`config.mk`:
```
export PLATFORM = sky130hd
export DESIGN_NAME = pll_reset_sequencer
export DESIGN_NICKNAME = d
export VERILOG_FILES = /design/src/rtl/pll_reset_pkg.sv /design/src/rtl/cdc_sync.sv /design/src/rtl/pll_reset_sequencer.sv
export SDC_FILE = /design/constraint.sdc
export NUM_CORES = 1
export LEC_CHECK = 0
export ABC_CLOCK_PERIOD_IN_PS = 1950
export BUFFER_PORTS_ARGS = -buffer_cell sky130_fd_sc_hd__clkbuf_2
export CAP_MARGIN = 30
export CORE_ASPECT_RATIO = 1.1
export CORE_UTILIZATION = 58
export DETAILED_ROUTE_END_ITERATION = 16
export GPL_TIMING_DRIVEN = 1
export HOLD_SLACK_MARGIN = 0.03
export PLACE_DENSITY = 0.81
export SYNTH_ARGS = -nofsm -noshare
export SYNTH_HDL_FRONTEND = slang
export SYNTH_SLANG_ARGS = --single-unit
```
`constraint.sdc`:
```
create_clock -name clk_1x -period 1.95 [get_ports clk_1x]
set_input_delay 0.4875 -clock clk_1x [delete_from_list [all_inputs] [get_ports clk_1x]]
set_output_delay 0.4875 -clock clk_1x [all_outputs]
set_load 0.05 [all_outputs]
```
`src/rtl/pll_reset_pkg.sv`:
```
// Shared definitions for the PLL reset sequencer.
//   state_t                 : sequencer state encoding (also used for debug readback)
//   DEF_LOCK_STABLE_CYCLES  : default lock filter window for board tops
//   DEF_RESET_HOLD_CYCLES   : default core reset hold time for board tops
//   cnt_w()                 : counter width able to hold the value 'limit'
package pll_reset_pkg;

   typedef enum logic [1:0] {
      WAIT_LOCK = 2'd0,
      FILTER    = 2'd1,
      HOLD      = 2'd2,
      RUN       = 2'd3
   } state_t;

   localparam int DEF_LOCK_STABLE_CYCLES = 1024;
   localparam int DEF_RESET_HOLD_CYCLES  = 16;

   function automatic int cnt_w(input int limit);
      return $clog2(limit) + 1;
   endfunction

endpackage

```
`src/rtl/cdc_sync.sv`:
```
// Multi-flop synchronizer for a single asynchronous level signal.
//   clk  : destination clock
//   rst  : synchronous active-high reset, clears every stage to 0
//   d    : asynchronous input
//   q    : synchronized output (last stage), d appears after SYNC_STAGES edges
module cdc_sync #(
   parameter int SYNC_STAGES = 2
) (
   input  logic clk,
   input  logic rst,
   input  logic d,
   output logic q
);

   logic [SYNC_STAGES-1:0] sync_q;

   always_ff @(posedge clk) begin
      if (rst) sync_q <= '0;
      else     sync_q <= {sync_q[SYNC_STAGES-2:0], d};
   end

   assign q = sync_q[SYNC_STAGES-1];

endmodule

```
`src/rtl/pll_reset_sequencer.sv`:
```
// Turns the asynchronous PLL lock indication into a clean core reset for clk_1x.
//   clk_1x, reset_1x : clock and synchronous active-high reset
//   pll_locked       : PLL lock, asynchronous
//   user_reset_req   : re-run the hold phase without re-filtering lock
//   status_clear     : clears lock_lost / lock_loss_count
//   core_reset       : registered reset to the core, low only in RUN
//   ready            : registered, high only in RUN
//   lock_lost        : sticky, set when lock drops while running
//   lock_loss_count  : saturating count of lock drops while running
module pll_reset_sequencer
   import pll_reset_pkg::*;
#(
   parameter int SYNC_STAGES        = 2,
   parameter int LOCK_STABLE_CYCLES = DEF_LOCK_STABLE_CYCLES,
   parameter int RESET_HOLD_CYCLES  = DEF_RESET_HOLD_CYCLES,
   parameter int COUNT_WIDTH        = 8
) (
   input  logic                   clk_1x,
   input  logic                   reset_1x,
   input  logic                   pll_locked,
   input  logic                   user_reset_req,
   input  logic                   status_clear,
   output logic                   core_reset,
   output logic                   ready,
   output logic                   lock_lost,
   output logic [COUNT_WIDTH-1:0] lock_loss_count
);

   localparam int SW = cnt_w(LOCK_STABLE_CYCLES);
   localparam int HW = cnt_w(RESET_HOLD_CYCLES);
   localparam logic [SW-1:0]          STABLE_MAX = SW'(LOCK_STABLE_CYCLES);
   localparam logic [HW-1:0]          HOLD_MAX   = HW'(RESET_HOLD_CYCLES);
   localparam logic [SW-1:0]          S_ONE      = SW'(1);
   localparam logic [HW-1:0]          H_ONE      = HW'(1);
   localparam logic [COUNT_WIDTH-1:0] C_ONE      = COUNT_WIDTH'(1);

   state_t           state;
   logic [SW-1:0]    stable_cnt;
   logic [HW-1:0]    hold_cnt;
   logic             locked_s;
   logic [COUNT_WIDTH-1:0] count_inc;

   cdc_sync #(.SYNC_STAGES(SYNC_STAGES)) u_lock_sync (
      .clk (clk_1x),
      .rst (reset_1x),
      .d   (pll_locked),
      .q   (locked_s)
   );

   // saturating increment; a coincident clear restarts the count at 1
   assign count_inc = status_clear                ? C_ONE :
                      (lock_loss_count == '1)     ? lock_loss_count :
                                                    lock_loss_count + C_ONE;

   // core_reset/ready only change on transitions into or out of RUN,
   // so they are written alongside the state change that causes them.
   always_ff @(posedge clk_1x) begin
      if (reset_1x) begin
         state           <= WAIT_LOCK;
         stable_cnt      <= '0;
         hold_cnt        <= '0;
         core_reset      <= 1'b1;
         ready           <= 1'b0;
         lock_lost       <= 1'b0;
         lock_loss_count <= '0;
      end else begin
         if (status_clear) begin
            lock_lost       <= 1'b0;
            lock_loss_count <= '0;
         end
         case (state)
            WAIT_LOCK: begin
               stable_cnt <= '0;
               if (locked_s) begin
                  state      <= FILTER;
                  stable_cnt <= S_ONE;
               end
            end
            FILTER: begin
               if (!locked_s) begin
                  state      <= WAIT_LOCK;
                  stable_cnt <= '0;
               end else if (stable_cnt == STABLE_MAX) begin
                  state    <= HOLD;
                  hold_cnt <= H_ONE;
               end else begin
                  stable_cnt <= stable_cnt + S_ONE;
               end
            end
            HOLD: begin
               if (!locked_s) begin
                  state      <= WAIT_LOCK;
                  stable_cnt <= '0;
               end else if (user_reset_req) begin
                  hold_cnt <= H_ONE;
               end else if (hold_cnt == HOLD_MAX) begin
                  state      <= RUN;
                  core_reset <= 1'b0;
                  ready      <= 1'b1;
               end else begin
                  hold_cnt <= hold_cnt + H_ONE;
               end
            end
            RUN: begin
               // lock loss wins over a same-cycle user request
               if (!locked_s) begin
                  state           <= WAIT_LOCK;
                  stable_cnt      <= '0;
                  core_reset      <= 1'b1;
                  ready           <= 1'b0;
                  lock_lost       <= 1'b1;
                  lock_loss_count <= count_inc;
               end else if (user_reset_req) begin
                  state      <= HOLD;
                  hold_cnt   <= H_ONE;
                  core_reset <= 1'b1;
                  ready      <= 1'b0;
               end
            end
            default: state <= WAIT_LOCK;
         endcase
      end
   end

endmodule

```
# After elaboration in Yosys (flattened, before gate mapping)
# Cells that the tools add are included.
classes:
  n_reduce_logical: 8
  n_addsub: 3
  n_eq_ne: 22
  muxes: 42
ops:
  columns: ["op", "count"]
  rows:
  - ["$mux W8", 5]
  - ["$mux W5", 7]
  - ["$mux W11", 3]
  - ["$pmux W11 S3", 1]
  - ["$ne A3 B3 Y1 const B", 6]
  - ["$mux W2", 8]
  - ["$pmux W5 S3", 1]
  - ["$mux W1", 14]
  - ["$add A11 B1 Y11 const B", 1]
  - ["$eq A11 B11 Y1 const B", 1]
  - ["$ne A2 B2 Y1 const B", 5]
  - ["$reduce_and A5 Y1", 2]
  - ["$add A8 B1 Y8 const B", 1]
  - ["$eq A8 B8 Y1 const B", 1]
  - ["$ne A2 B1 Y1 const B", 4]
  - ["$pmux W2 S4", 1]
  - ["$reduce_and A7 Y1", 1]
  - ["$add A5 B1 Y5 const B", 1]
  - ["$eq A5 B5 Y1 const B", 1]
  - ["$eq A2 B2 Y1 const B", 2]
  - ["$ne A4 B3 Y1 const B", 1]
  - ["$pmux W1 S2", 2]
  - ["$reduce_bool A3 Y1", 1]
  - ["$eq A2 B1 Y1 const B", 1]
  - ["4 further kinds", 4]
totals:
  in_bits: 5
  ff_bits: 31
  wordCells: 83
  out_inout_bits: 11

# Longest topological paths before layout
depth:
  depth_word: 5
  depth_mapped: 6
  mapped_depth_nobuf: 6

# Hierarchy
# Synthesis repeated with hierarchy kept, for this count alone.
hier_totals:
  hier_cells: 188
  hier_area_um2: 1609.0
modules_own_cells:
  columns: ["mod", "cells_per_inst", "seq_area_each_um2", "area_per_inst_um2", "instances"]
  rows:
  - ["pll_reset_sequencer", 184, 580.6, 1556.5, 1]
  - ["cdc_sync", 4, 40.0, 52.6, 1]

# Worst setup path before layout
# No wires, ideal clock.
synth_timing:
  kind: "reg-to-reg"
  start: "register lock_loss_count[1]"
  end: "register lock_loss_count[1]"
  path_buffers: 0
  path_stages_with_launch: 6
  arrival_time_ns: 1.721
  synth_period_minus_slack_ns: 1.844
  setup_slack_ns: 0.106
  required_ns: 1.828
  setup_time_ns: 0.122
  path_cell_list: "dfxtp_1 ha_1 nand4_1 o21ai_1 mux2i_1 nor2_1"
synth_via:
  elab_chain_cells: 5
  word_cells_on_any_way: 8
  classes_between: "add/sub (1); eq/ne (2); mux (5)"
synth_lines:
  columns: ["element", "line", "text"]
  rows:
  - ["start, declared", "pll_reset_sequencer.sv:26", "output logic [COUNT_WIDTH-1:0] lock_loss_count"]
  - ["start signal, assigned", "pll_reset_sequencer.sv:112", "lock_loss_count <= count_inc;"]
  - ["$add A8 B1 Y8", "pll_reset_sequencer.sv:53", "lock_loss_count + C_ONE;"]
  - ["$mux W8", "pll_reset_sequencer.sv:52", "(lock_loss_count == '1) ? lock_loss_count :"]
  - ["$mux W8", "pll_reset_sequencer.sv:51", "assign count_inc = status_clear ? C_ONE :"]
  - ["$mux W8", "pll_reset_sequencer.sv:106", "if (!locked_s) begin"]
  - ["$mux W8", "pll_reset_sequencer.sv:71", "case (state)"]
# Parallel ways exist; a longest one is shown, timed or not. The select of a mux whose other input is x is not followed.
# A chain may end at the register's enable or synchronous reset.

# Final worst setup path
layout_timing:
  start: "register stable_cnt[1]"
  end: "register stable_cnt[2]"
layout_via:
  elab_chain_cells: 4
  word_cells_on_any_way: 7
  classes_between: "add/sub (1); eq/ne (2); mux (3); reduce/logical (1)"
layout_lines:
  columns: ["element", "line", "text"]
  rows:
  - ["start, declared", "pll_reset_sequencer.sv:38", "logic [SW-1:0] stable_cnt;"]
  - ["start signal, assigned", "pll_reset_sequencer.sv:87", "stable_cnt <= stable_cnt + S_ONE;"]
  - ["$add A11 B1 Y11", "pll_reset_sequencer.sv:87", null]
  - ["$mux W11", "pll_reset_sequencer.sv:83", "end else if (stable_cnt == STABLE_MAX) begin"]
  - ["$mux W11", "pll_reset_sequencer.sv:80", "if (!locked_s) begin"]
  - ["$pmux W11 S3", "pll_reset_sequencer.sv:71", null]
# Parallel ways exist; a longest one is shown, timed or not. The select of a mux whose other input is x is not followed.

==> run summary <==
STA
--------------------------------------------------------------------------------
Max Clk Rate                                                           552.2 MHz
Final count of pins violating max slew                                         0
Final sum of negative setup slack                                           0 ps
Normalized max-slew margin                                                67.55%
Final Critical Period                                                    1811 ps
Final Skew                                                              6.565 ps
Setup repair after global routing missed its margin                        false
Final Worst Setup Slack                                                 139.0 ps
Tcrit/Tclk final                                                          92.87%
Final count of hold timing violations                                          0
Setup violation total in the final timing report                               0
Actual transition at the worst max-transition pin                       481.6 ps

OUTCOME
--------------------------------------------------------------------------------
Run status                                                             completed

ROUTE
--------------------------------------------------------------------------------
DRT Wirelength                                                          3.332 mm
Antenna violation net count after detailed routing                             0
DR pass1 iterations                                                            4
Via count                                                                   1477
Detail-routed via count per cell                                           6.232
Starting DRC count in detailed routing                                        36
Final routed wire length divided by cell count                          14.06 µm
Post-route DRC violation count                                                 0

FINISH
--------------------------------------------------------------------------------
Combined area of the multi-input logic cells                           953.4 µm²
Post-layout nets                                                             215
Proportion of layout cells with a drive suffix above 1                    16.50%
Area added between synthesis and finish                                   8.981%
Number of diodes                                                               0
Combined flip-flop and latch cell area                                 621.8 µm²
Fillers                                                                      200
Final Instance Count excl. Fillers                                           237
Final standard cell area without fillers                                1807 µm²

POWER AND IR DROP
--------------------------------------------------------------------------------
Maximum vdd ir drop                                                     517.9 µV
Total power after layout                                              0.001097 W
Leakage                                                                0.6276 nW
Switching power                                                      0.0002390 W
Clock Power Share                                                          39.2%
Logic gate share of total power                                             2.4%
Sequential group share of total power                                      58.4%
Switching part of the total power                                         21.78%
Internal power summed over all cells                                 0.0008582 W
Pwr/cell area                                                       607.3 nW/µm²

CLOCKING
--------------------------------------------------------------------------------
# resized after CTS                                                            0
CTS tree                                                                     yes
Buffers from clock root to sink, at most                                       2
Post-CTS Setup Inserts                                                         0
Clock sinks                                                                   31
H-tree levels                                                                  2
Clk Latency, worst-skew pair                                              330 ps
Clock transition at the registers of the reported paths                    90 ps
Hold-fix buffers at CTS                                                        0
TritonCTS buffer count                                                         5
Library cell used as clock root buffer                              sky130_fd_sc_hd__clkbuf_4

DIE
--------------------------------------------------------------------------------
Die W                                                                   52.98 µm
Area of the die                                                         3077 µm²
Initial standard-cell utilization of the core                             63.98%
Y dimension of the die                                                  58.08 µm
I/O pin cnt                                                                   16
Site Rows                                                                     19
Core area                                                               2591 µm²

PLACE
--------------------------------------------------------------------------------
I/O Buffers                                                                   15
Worst setup timing slack at the placement stage                         107.7 ps
Gp weighted congestion                                                    0.9217
Post-Place Cell Area                                                    1737 µm²
Number of placed instances with taps included                                229
Placed wire-length estimate after detailed placement                    2.431 mm

SYNTH
--------------------------------------------------------------------------------
Yosys synthesis warning count                                                  0
Synthesis-stage register bit count                                            31
Predominant post-synthesis flop cell                                sky130_fd_sc_hd__dfxtp_1
Cell type with the largest total area after synthesis               sky130_fd_sc_hd__dfxtp_1
Gate Count Post-Synth                                                        188
Commonest cells in the synthesized netlist                          31 x sky130_fd_sc_hd__dfxtp_1, 18 x sky130_fd_sc_hd__nor2_1, 16 x sky130_fd_sc_hd__nand2_1, 11 x sky130_fd_sc_hd__inv_1, 9 x sky130_fd_sc_hd__a21oi_1
Proportion of netlist area held by the largest area contributor           37.43%
Ranking of synthesized cells by area                                sky130_fd_sc_hd__dfxtp_1 37%, sky130_fd_sc_hd__nor2_1 4.1%, sky130_fd_sc_hd__ha_1 3.8%
Syn Area/Cell                                                          8.818 µm²
Most instantiated library cell after synthesis                      sky130_fd_sc_hd__dfxtp_1
Number of nets produced by synthesis                                         198
EDFF count, synth                                                              0
Distinct cells, synth                                                         50
Sequential element share of the synthesized area                          37.43%
Async set-or-reset flop fraction in the synthesized netlist                   0%
Post-synthesis cell area                                                1658 µm²

SETUP PATH
--------------------------------------------------------------------------------
CP Class                                                              reg -> reg
Nature of the critical path endpoint                                    register
Worst Reg2Reg Path Length in Cells                                             6
Data arrival, critical path                                              2040 ps
Data required time of the critical path                                  2180 ps
Max Fanout on Critical Path                                                    4
Critical register-to-register path endpoint                         stable_cnt[2]$_SDFFE_PP0P_
Startpoint Class                                                        register
Launch point of the worst reg-to-reg path                           stable_cnt[1]$_SDFFE_PP0P_
Reg2reg setup slack                                                       140 ps

HOLD PATH
--------------------------------------------------------------------------------
HP Class                                                               in -> reg
Cell count of the worst hold path                                              2
Start point of the worst min-delay path                               pll_locked
Endpoint with the worst hold slack                                  u_lock_sync.sync_q[0]$_SDFF_PP0_

GRT
--------------------------------------------------------------------------------
Number of antenna violations at the first check in global routing              0
Via count of the first global-routing pass                                  1315
Global-route wire length before repair                                  5.464 mm
Overall global routing resource usage                                     24.42%
Aggregate global routing overflow                                              0
Maximum number of pins on one net before global-route repair                  16

FLOW RUN
--------------------------------------------------------------------------------
Max-cap violation count                                                        0

-- logic make-up after synthesis --
| family | after synthesis | share of synthesized area, % |
|---|---|---|
| DFF | 31 | 37.43 |
| xor gates and xnor gates | 6 | 3.170 |
| and+or+nand+nor | 83 | 30.42 |
| AOI/OAI and AO/OA | 42 | 17.66 |
| muxes | 4 | 2.491 |
| adders and majority gates | 5 | 3.774 |
| buffers and inverters | 17 | 5.057 |
-- worst max path at each step --
stage                                          startpoint                         endpoint  slack, ps  depth (start not counted)
after global placement         stable_cnt[0]$_SDFFE_PP0P_       stable_cnt[2]$_SDFFE_PP0P_        170                          6
after floorplan           lock_loss_count[1]$_SDFFE_PP0P_  lock_loss_count[1]$_SDFFE_PP0P_        110                          5
after CTS                      stable_cnt[0]$_SDFFE_PP0P_       stable_cnt[2]$_SDFFE_PP0P_        100                          6
after global routing                state[1]$_SDFFE_PP0P_         hold_cnt[3]$_SDFFE_PP0P_          4                          4
final                          stable_cnt[1]$_SDFFE_PP0P_       stable_cnt[2]$_SDFFE_PP0P_        140                          6
after detailed placement       stable_cnt[0]$_SDFFE_PP0P_       stable_cnt[2]$_SDFFE_PP0P_        110                          6
-- layout by cell type, fill, tap and decap left out, types with 4 or more instances in the layout --
cell type,Yosys,final
sky130_fd_sc_hd__a21oi_1,9,9
sky130_fd_sc_hd__inv_1,11,11
sky130_fd_sc_hd__o21ai_0,8,8
sky130_fd_sc_hd__nor2_1,18,18
sky130_fd_sc_hd__xor2_1,5,5
sky130_fd_sc_hd__dfxtp_1,31,30
sky130_fd_sc_hd__nand2b_1,4,4
sky130_fd_sc_hd__nand4_1,6,6
sky130_fd_sc_hd__clkbuf_2,0,15
sky130_fd_sc_hd__nand3_1,7,7
sky130_fd_sc_hd__nor2b_1,5,5
sky130_fd_sc_hd__ha_1,5,5
sky130_fd_sc_hd__nand2_1,16,16
sky130_fd_sc_hd__clkbuf_4,0,5
sky130_fd_sc_hd__and3_1,5,5
sky130_fd_sc_hd__a311oi_1,7,7
-- per-stage QoR --
stage / utilization [%] / hold WS [ps]
finish: 69.72 / 365.9
global route: 69.72 / 369.7
CTS: 69.68 / 356.3
detailed placement: 67.02 / 434.2
global placement: 67.02 / 422.3
floorplan: - / 413.8
-- final cells by class --
class | instances | area share, %
Timing Repair Buffer | 16 | 4.571
Inverter | 11 | 2.285
Multi-Input combinational cell | 140 | 52.77
Sequential cell | 31 | 34.42
Tap cell | 31 | 2.147
Clock buffer | 8 | 3.809
-- registers in the layout (all words and copies together), names as in the netlist --
signal	flops
core_reset	1
hold_cnt	5
lock_loss_count	8
lock_lost	1
ready	1
stable_cnt	11
state	2
u_lock_sync.sync_q	2
-- worst max-delay path, cell delays in order, from the launching register on --
cell,delay (ps)
sky130_fd_sc_hd__dfxtp_1,380
sky130_fd_sc_hd__inv_1,70
sky130_fd_sc_hd__ha_1,170
sky130_fd_sc_hd__and4bb_2,260
sky130_fd_sc_hd__a41o_1,280
sky130_fd_sc_hd__a21boi_0,210
sky130_fd_sc_hd__mux2_2,350
-- power by group through the flow --
stage               sequential, W  combinational (W)  clock, W
finish                   0.000641          0.0000265  0.000430
global route             0.000642          0.0000296  0.000468
CTS                      0.000641          0.0000269  0.000440
detailed placement       0.000656          0.0000269         0
global placement         0.000655          0.0000254         0
floorplan                0.000652          0.0000223         0
-- routing by layer --
layer | wire [µm] | vias to the layer above | global-route usage, %
met1 | 1424 | 701 | 24.63
li1 | - | 730 | -
met2 | 1682 | 35 | 43.04
met4 | 88 | 0 | 13.16
met3 | 136 | 11 | 8.399
met5 | 0 | - | 0
Note: power is estimated with default switching activity, not from simulation.
